<file path="config.mk">
export PLATFORM = sky130hd
export DESIGN_NAME = framebuffer_arbiter
export DESIGN_NICKNAME = d
export VERILOG_FILES = /design/src/rtl/framebuffer_arbiter.sv
export SDC_FILE = /design/constraint.sdc
export NUM_CORES = 1
export LEC_CHECK = 0
export ABC_AREA = 1
export CAP_MARGIN = 10
export CORE_ASPECT_RATIO = 1.25
export CORE_UTILIZATION = 49
export DETAILED_ROUTE_END_ITERATION = 12
export HOLD_SLACK_MARGIN = 0.08
export MAX_ROUTING_LAYER = met4
export PLACE_DENSITY = 0.8
export SLEW_MARGIN = 5
export SYNTH_ARGS = -nofsm -noshare
export SYNTH_HDL_FRONTEND = slang
export SYNTH_SLANG_ARGS = --single-unit
</file>
<file path="constraint.sdc">
create_clock -name clk_i -period 2.1 [get_ports clk_i]
set_clock_uncertainty 0.05 [all_clocks]
set_input_delay 0.42 -clock clk_i [delete_from_list [all_inputs] [get_ports clk_i]]
set_output_delay 0.42 -clock clk_i [all_outputs]
set_load 0.05 [all_outputs]
</file>
<file path="src/rtl/framebuffer_arbiter.sv">
// Frame-buffer arbiter: shares one synchronous single-port RAM between the
// latency-critical display fetch path and a buffered image-loader write port.
module framebuffer_arbiter #(
    parameter int unsigned AW       = 13,
    parameter int unsigned DW       = 8,
    parameter int unsigned FB_SIZE  = 6400,
    parameter int unsigned DEPTH    = 4,
    parameter int unsigned MAX_WAIT = 15
) (
    input  logic          clk_i,
    input  logic          rst_ni,
    // display fetch path
    input  logic          disp_req_i,
    input  logic [AW-1:0] disp_addr_i,
    output logic          disp_valid_o,
    output logic [DW-1:0] disp_data_o,
    output logic          disp_miss_o,
    // loader write port
    input  logic          wr_valid_i,
    output logic          wr_ready_o,
    input  logic [AW-1:0] wr_addr_i,
    input  logic [DW-1:0] wr_data_i,
    output logic          wr_err_o,
    // RAM side
    output logic [AW-1:0] mem_addr_o,
    output logic          mem_we_o,
    output logic [DW-1:0] mem_wdata_o,
    input  logic [DW-1:0] mem_rdata_i
);

    localparam int unsigned PW = (DEPTH > 1) ? $clog2(DEPTH) : 1;
    localparam int unsigned CW = $clog2(DEPTH + 1);
    localparam int unsigned SW = $clog2(MAX_WAIT + 1);

    typedef enum logic [1:0] {
        StIdle,
        StRead,
        StWrite
    } slot_e;

    slot_e         slot_q, slot_d;

    logic [AW-1:0] fifo_addr_q [DEPTH];
    logic [DW-1:0] fifo_data_q [DEPTH];
    logic [PW-1:0] rd_ptr_q, wr_ptr_q;
    logic [CW-1:0] count_q;
    logic [SW-1:0] starve_q, starve_d;

    logic [AW-1:0] mem_addr_q;
    logic          mem_we_q;
    logic [DW-1:0] mem_wdata_q;

    logic          rd_s2_q;
    logic          disp_valid_q;
    logic [DW-1:0] disp_data_q;
    logic          disp_miss_q, miss_d;
    logic          wr_err_q;

    logic          fifo_empty, fifo_full;
    logic          accept, in_range, push, pop, force_wr;

    assign fifo_empty = (count_q == '0);
    assign fifo_full  = (count_q == CW'(DEPTH));
    assign wr_ready_o = !fifo_full;

    // Out-of-range writes are still accepted (handshake completes) but never stored.
    assign accept   = wr_valid_i && !fifo_full;
    assign in_range = (32'(wr_addr_i) < FB_SIZE);
    assign push     = accept && in_range;
    assign force_wr = !fifo_empty && (starve_q == SW'(MAX_WAIT));
    assign pop      = (slot_d == StWrite);

    // Slot decision: starved write beats display, display beats normal drain.
    always_comb begin
        slot_d = StIdle;
        miss_d = 1'b0;
        if (force_wr) begin
            slot_d = StWrite;
            miss_d = disp_req_i;
        end else if (disp_req_i) begin
            slot_d = StRead;
        end else if (!fifo_empty) begin
            slot_d = StWrite;
        end
    end

    // Starve counter: counts cycles a pending write is passed over, saturating.
    always_comb begin
        starve_d = '0;
        if (!fifo_empty && !pop) begin
            starve_d = (starve_q == SW'(MAX_WAIT)) ? starve_q : starve_q + SW'(1);
        end
    end

    // FIFO storage; contents are don't-care while the entry is not counted.
    always_ff @(posedge clk_i) begin
        if (push) begin
            fifo_addr_q[wr_ptr_q] <= wr_addr_i;
            fifo_data_q[wr_ptr_q] <= wr_data_i;
        end
    end

    // FIFO pointers, occupancy, starve counter and slot state.
    always_ff @(posedge clk_i or negedge rst_ni) begin
        if (!rst_ni) begin
            rd_ptr_q <= '0;
            wr_ptr_q <= '0;
            count_q  <= '0;
            starve_q <= '0;
            slot_q   <= StIdle;
        end else begin
            if (push) wr_ptr_q <= wr_ptr_q + PW'(1);
            if (pop)  rd_ptr_q <= rd_ptr_q + PW'(1);
            case ({push, pop})
                2'b10:   count_q <= count_q + CW'(1);
                2'b01:   count_q <= count_q - CW'(1);
                default: count_q <= count_q;
            endcase
            starve_q <= starve_d;
            slot_q   <= slot_d;
        end
    end

    // RAM command registers; an idle slot keeps the last address on the bus.
    always_ff @(posedge clk_i or negedge rst_ni) begin
        if (!rst_ni) begin
            mem_addr_q  <= '0;
            mem_we_q    <= 1'b0;
            mem_wdata_q <= '0;
        end else begin
            unique case (slot_d)
                StRead: begin
                    mem_addr_q <= disp_addr_i;
                    mem_we_q   <= 1'b0;
                end
                StWrite: begin
                    mem_addr_q  <= fifo_addr_q[rd_ptr_q];
                    mem_wdata_q <= fifo_data_q[rd_ptr_q];
                    mem_we_q    <= 1'b1;
                end
                default: begin
                    mem_we_q <= 1'b0;
                end
            endcase
        end
    end

    // Display return path: RAM data lands one cycle after the read slot, then is registered.
    always_ff @(posedge clk_i or negedge rst_ni) begin
        if (!rst_ni) begin
            rd_s2_q      <= 1'b0;
            disp_valid_q <= 1'b0;
            disp_data_q  <= '0;
            disp_miss_q  <= 1'b0;
            wr_err_q     <= 1'b0;
        end else begin
            rd_s2_q      <= (slot_q == StRead);
            disp_valid_q <= rd_s2_q;
            if (rd_s2_q) disp_data_q <= mem_rdata_i;
            disp_miss_q  <= miss_d;
            if (accept && !in_range) wr_err_q <= 1'b1;
        end
    end

    assign mem_addr_o   = mem_addr_q;
    assign mem_we_o     = mem_we_q;
    assign mem_wdata_o  = mem_wdata_q;
    assign disp_valid_o = disp_valid_q;
    assign disp_data_o  = disp_data_q;
    assign disp_miss_o  = disp_miss_q;
    assign wr_err_o     = wr_err_q;

endmodule
</file>
== Yosys cells after proc, flatten, opt, wreduce, memory -nomap -nowiden ==
Memories as Yosys holds them, arrays and structs flattened. A register that Yosys moved wholly into a read port is not among the register bits.
Index checks and enable logic that the tools add are counted.
Operators by class
  $add $sub $neg: 5
  order comparisons: 1
  eq/ne operators: 8
  reduce and logical (&&, ||, !) cells: 13
  multiplexer cells: 11
Operators by type and width (count)
  $pmux W13 S2: 1
  $lt A13 B13 Y1 const B: 1
  $mux W4: 2
  $eq A2 B1 Y1 const B: 3
  $mux W2: 3
  $pmux W3 S2: 1
  $logic_and A1 B1 Y1: 5
  $logic_not A1 Y1: 5
  $add A2 B1 Y2 const B: 2
  $add A4 B1 Y4 const B: 1
  $eq A2 B2 Y1 const B: 2
  $eq A4 B4 Y1 const B: 1
  $mux W1: 4
  $reduce_bool A2 Y1: 2
  $add A3 B1 Y3 const B: 1
  $eq A3 B3 Y1 const B: 1
  $logic_not A3 Y1: 1
  $sub A3 B1 Y3 const B: 1
  $ne A2 B2 Y1 const B: 1
Word-level totals
  flip-flop bits (word level): 39
  memories: 2
  bits of input ports: 46
  word-level logic and storage cells: 52
  RAM bits: 84
Memories
  fifo_addr_q: words 4, bits a word 13, rd ports 1, clocked after memory_dff 0, write ports 1, RTL line 43  | logic [AW-1:0] fifo_addr_q [DEPTH];
  fifo_data_q: words 4, bits a word 8, rd ports 1, clocked after memory_dff 1, write ports 1, RTL line 44  | logic [DW-1:0] fifo_data_q [DEPTH];

== Logic depth before layout (Yosys ltp) ==
  depth in word-level cells: 8
  gate-level depth with buffers: 12
  mapped depth without buffers: 11

== Worst setup path before layout ==
OpenSTA, ideal clock, no wires.
  path kind: reg-to-reg
  start point: register count_q[0]
  end point: memory fifo_addr_q[0][0], enable pin
  cell stages (with the launch flop): 7
  data arrival time: 2.061 ns
  slack: -0.410 ns
  cell sequence: dfrtp_1 nor2_1 nand2_1 nand2_1 inv_1 nand2_2 nor2_1
On the way
  longest elaborated chain between the ends: 6
RTL lines
  from (decl): RTL line 46  | logic [CW-1:0] count_q;
  from (signal assigned): RTL line 115  | 2'b10: count_q <= count_q + CW'(1);
  from (signal assigned): RTL line 116  | 2'b01: count_q <= count_q - CW'(1);
  from (signal assigned): RTL line 117  | default: count_q <= count_q;
  $eq A3 B3 Y1: RTL line 63  | assign fifo_full = (count_q == CW'(DEPTH));
  $logic_not A1 Y1
  via wr_ready_o: RTL line 20  | output logic wr_ready_o,
  $logic_and A1 B1 Y1: RTL line 67  | assign accept = wr_valid_i && !fifo_full;
  $logic_and A1 B1 Y1: RTL line 69  | assign push = accept && in_range;
  $mux W1: RTL line 97  | if (push) begin
  $mux W1 (implied by the code): RTL line 98  | fifo_addr_q[wr_ptr_q] <= wr_addr_i;
  to (decl): RTL line 43
The timed path passes the listed nets, and every way through them passes these cells.

== Final worst setup path ==
  start point: register starve_q[1]
  end point: register count_q[1]
On the way
  longest elaborated chain between the ends: 6
  elaborated cells on any way between the ends: 8
  those cells by class: eq/ne (4); mux (2); reduce/logical (2)
RTL lines
  from (decl): RTL line 47  | logic [SW-1:0] starve_q, starve_d;
  from (signal assigned): RTL line 119  | starve_q <= starve_d;
  $eq A4 B4 Y1 *: RTL line 70  | assign force_wr = !fifo_empty && (starve_q == SW'(MAX_WAIT));
  $logic_and A1 B1 Y1 *: RTL line 70
  $mux W2 *: RTL line 77  | if (force_wr) begin
  via slot_d[1]: RTL line 41  | slot_e slot_q, slot_d;
  $eq A2 B2 Y1 *: RTL line 71  | assign pop = (slot_d == StWrite);
  via pop: RTL line 60  | logic accept, in_range, push, pop, force_wr;
  $eq A2 B1 Y1 or $eq A2 B2 Y1 (tied branches): RTL line 114  | case ({push, pop})
  $pmux W3 S2 or $reduce_bool A2 Y1 (tied branches)
The timed path passes the listed nets; every way through them passes the cells marked *.
A chain may end at the register's enable or synchronous reset.

==> reports/results.txt <==
Clock Path Buffers - 2
Number of buffers inserted by port buffering - 79
Relative contribution of sequential cells to total power - 0.350
Synth Net Count - 555
Violations in the final reports - negative setup slack
Worst-path cell with the longest stage delay - sky130_fd_sc_hd__fa_2
Final setup slack of the worst path - -0.0261 ns
Total CTS buffers - 17
Std-Cell Core Area - 0.0107 mm²
Static power due to leakage - 0.00314 µW
Number of slew-limit violations in the final report - 0
Average via count per standard cell - 5.05
Share of total power consumed by net switching - 0.376
Top cell type by total area after synthesis - sky130_fd_sc_hd__edfxtp_1
Internal cell power - 6520 µW
TritonCTS clock tree - built
Total wire length after detailed routing - 11200 µm
Worst setup EP type - register
Inserted Diodes - 0
Clock tree root buffer cell - sky130_fd_sc_hd__clkbuf_16
Final hold violation count - 0
Highest net fanout along the worst path - 3
Startpoint Class - register
First-pass iteration count of the detailed router - 5
H-Tree Depth - 4
Least-Margin Pin Slew - 0.692 ns
Post-layout power - 10500 µW
Die Span X - 95.8 µm
Drt first-iter violations - 272
Number of cells produced by synthesis - 501
Number of register bits inferred by synthesis - 131
Net load switching power - 3930 µW
Max Fclk - 0.470 GHz
Asr flop ratio synth - 0.359
Comb pwr share - 0.384
Avg Inst Size Synth - 10.8 µm²
GR Util All Layers - 0.217
Most area-consuming cells after synthesis - sky130_fd_sc_hd__edfxtp_1 47%, sky130_fd_sc_hd__dfrtp_1 22%, sky130_fd_sc_hd__nand2_1 13%, sky130_fd_sc_hd__nor2_1 4.8%, sky130_fd_sc_hd__nand3_1 2.8%
Drc violations - 0
PD cells - 1450 mW/mm²
Peak supply drop - 0.618 mV
Wire length of the first global-routing pass - 17400 µm
Total standard cell area after synthesis - 0.00539 mm²
Worst-case hold slack - 0.365 ns
Number of max-cap violations - 0
Period Utilization, post-route - 1.01
Data required time of the worst path - 2.35 ns
Arrival time of data at the critical path endpoint - 2.38 ns
Die Height - 119 µm
Placed instance area - 0.00651 mm²
Number of antenna violations at the first check in global routing - 0
Synth top cells by count - 182 x sky130_fd_sc_hd__nand2_1, 84 x sky130_fd_sc_hd__edfxtp_1, 69 x sky130_fd_sc_hd__nor2_1, 47 x sky130_fd_sc_hd__dfrtp_1, 30 x sky130_fd_sc_hd__nand3_1
Post-route design area - 0.00721 mm²
CP max stage delay - 0.42 ns
Cells along the critical path - ha_2, nand2_2, nor2_4, nand2_4, nand2_4, ha_4, ha_4, fa_2, mux2_4
Count leader, synth - sky130_fd_sc_hd__nand2_1
Count of unique library cells instantiated by Yosys - 25
Largest net degree at the start of global routing - 39
Setup repair after global routing missed its margin - yes
WL/cell - 14.8 µm
Top Ports - 80
Detailed-placement wirelength estimate - 6890 µm
Routability cong. - 0.776
Share of the synthesized area in the top cell type - 0.468
Clock net sink count - 131
Number of global-route vias before repair - 3825
Minimum period implied by the final worst setup slack - 2.13 ns
Worst hold-check path type - reg2reg
Sequential share of the synthesized area - 0.686
Via count - 3826
Number of nets in the finished design - 666
Total number of yosys warnings - 0
Initial cell density of the core - 0.505
Internal reg-to-reg setup slack - -0.03 ns
Clock power frac - 0.266
Global route overflow - 0
Worst slew margin relative to its limit - 0.539
Start-to-end type of the worst setup path - reg2reg
Standard-cell rows - 42
Final Setup Violations - 2
Post-synth EDFFs - 84
Clk slew on worst S/H paths - 0.06 ns
Share of post-route cells with drive strength above 1 - 0.146
Worst skew pair latency - 0.41 ns
Die Footprint - 0.0114 mm²
Area Overhead vs Synth - 33.7%
Most common flop cell mapped by yosys - sky130_fd_sc_hd__edfxtp_1
Count of nets left with antenna violations after detail routing - 0
Run status - finished with violations
## registers in the layout (all words and copies together) (netlist names), 3 cells and up
signal	count
mem_addr_o	13
starve_q	4
count_q	3
fifo_addr_q	52
mem_wdata_o	8
disp_data_o	8
fifo_data_q	32
## worst max-delay path: cells and delay by family, from the launching register on
| family | cells | cell delay (ns) |
|---|---|---|
| and+or+nand+nor | 4 | 0.41 |
| DFF | 1 | 0.35 |
| muxes | 1 | 0.27 |
| adders and majority gates | 4 | 0.91 |
## per-stage QoR
| step | std cells | worst slack [ns] | utilization | setup TNS (ns) |
|---|---|---|---|---|
| after global routing | 757 | -0.110 | 0.676 | -0.273 |
| after CTS | 757 | 0.0141 | 0.670 | 0 |
| after detailed placement | 720 | -0.329 | 0.610 | -8.28 |
| after global placement | 720 | -0.228 | 0.610 | -1.28 |
| final | 757 | -0.0261 | 0.676 | -0.0460 |
| after floorplan | 501 | 0.00416 | - | 0 |
## cell usage in the layout, fill, tap and decap left out, types with 5 or more instances in the layout
| cell type | synthesis | routed |
|---|---|---|
| sky130_fd_sc_hd__buf_12 | 0 | 5 |
| sky130_fd_sc_hd__buf_4 | 4 | 29 |
| sky130_fd_sc_hd__clkbuf_16 | 0 | 17 |
| sky130_fd_sc_hd__clkdlybuf4s50_1 | 0 | 66 |
| sky130_fd_sc_hd__dfrtp_1 | 47 | 47 |
| sky130_fd_sc_hd__dlymetal6s2s_1 | 0 | 11 |
| sky130_fd_sc_hd__edfxtp_1 | 84 | 84 |
| sky130_fd_sc_hd__inv_1 | 24 | 24 |
| sky130_fd_sc_hd__mux2_2 | 9 | 8 |
| sky130_fd_sc_hd__nand2_1 | 182 | 177 |
| sky130_fd_sc_hd__nand3_1 | 30 | 30 |
| sky130_fd_sc_hd__nor2_1 | 69 | 63 |
| sky130_fd_sc_hd__nor2_2 | 0 | 5 |
| sky130_fd_sc_hd__o21ai_0 | 11 | 10 |
## path summary, 6_finish.rpt
| check | endpoint | cells past startpoint | from |
|---|---|---|---|
| min in group asynchronous | mem_addr_o[0] | 2 | rst_ni |
| max in group asynchronous | disp_data_o[3] | 3 | rst_ni |
| worst max register to register | count_q[1] | 9 | starve_q[1] |
| worst max-delay path | count_q[1] | 9 | starve_q[1] |
| worst min register to register | rd_s2_q | 1 | slot_q[1] |
| worst min-delay path | rd_s2_q | 1 | slot_q[1] |
## power groups by stage
| stage | sequential (µW) | combinational, µW | clock [µW] |
|---|---|---|---|
| finish | 3660 | 4010 | 2780 |
| global route | 3720 | 4360 | 2920 |
| CTS | 3670 | 4000 | 2800 |
| detailed placement | 3710 | 3900 | 0 |
| global placement | 3670 | 3810 | 0 |
| floorplan | 4540 | 1790 | 0 |
## routing by layer
metal,vias up,GRT usage,share of wire,wire [µm]
li1,1846,-,-,-
met5,-,-,0,0
met3,31,0.0722,0.053,596
met1,1810,0.234,0.39,4380
met4,0,0.123,0.027,303
met2,139,0.346,0.53,5950
## area by class of cell
cell class | count | area, µm²
clock buffer | 18 | 429
clock inverter | 14 | 138
fill | 715 | 3460
inverter | 26 | 100
multi-input combinational | 322 | 1530
sequential | 131 | 3700
tap | 132 | 165
timing repair buffer | 114 | 1140
## cells by family after synthesis
| logic type | count (synthesis) | share of synthesized area |
|---|---|---|
| xor gates and xnor gates | 4 | 0.00650 |
| adders and majority gates | 8 | 0.0200 |
| DFF | 131 | 0.686 |
| buffers and inverters | 48 | 0.0460 |
| AOI/OAI and AO/OA | 18 | 0.0176 |
| muxes | 9 | 0.0188 |
| and+or+nand+nor | 283 | 0.205 |
## what timing repair did
item / in CTS / in global routing
cloned: 0 / 0
setup endpoints to repair: 5 / 26
setup buffers: 4 / 0
resized for setup: 8 / 17
hold buffers: 1 / 0
pin swaps: 7 / 1
endpoints found under the hold margin: 29 / 0
Power figures use the tool's default switching activity.
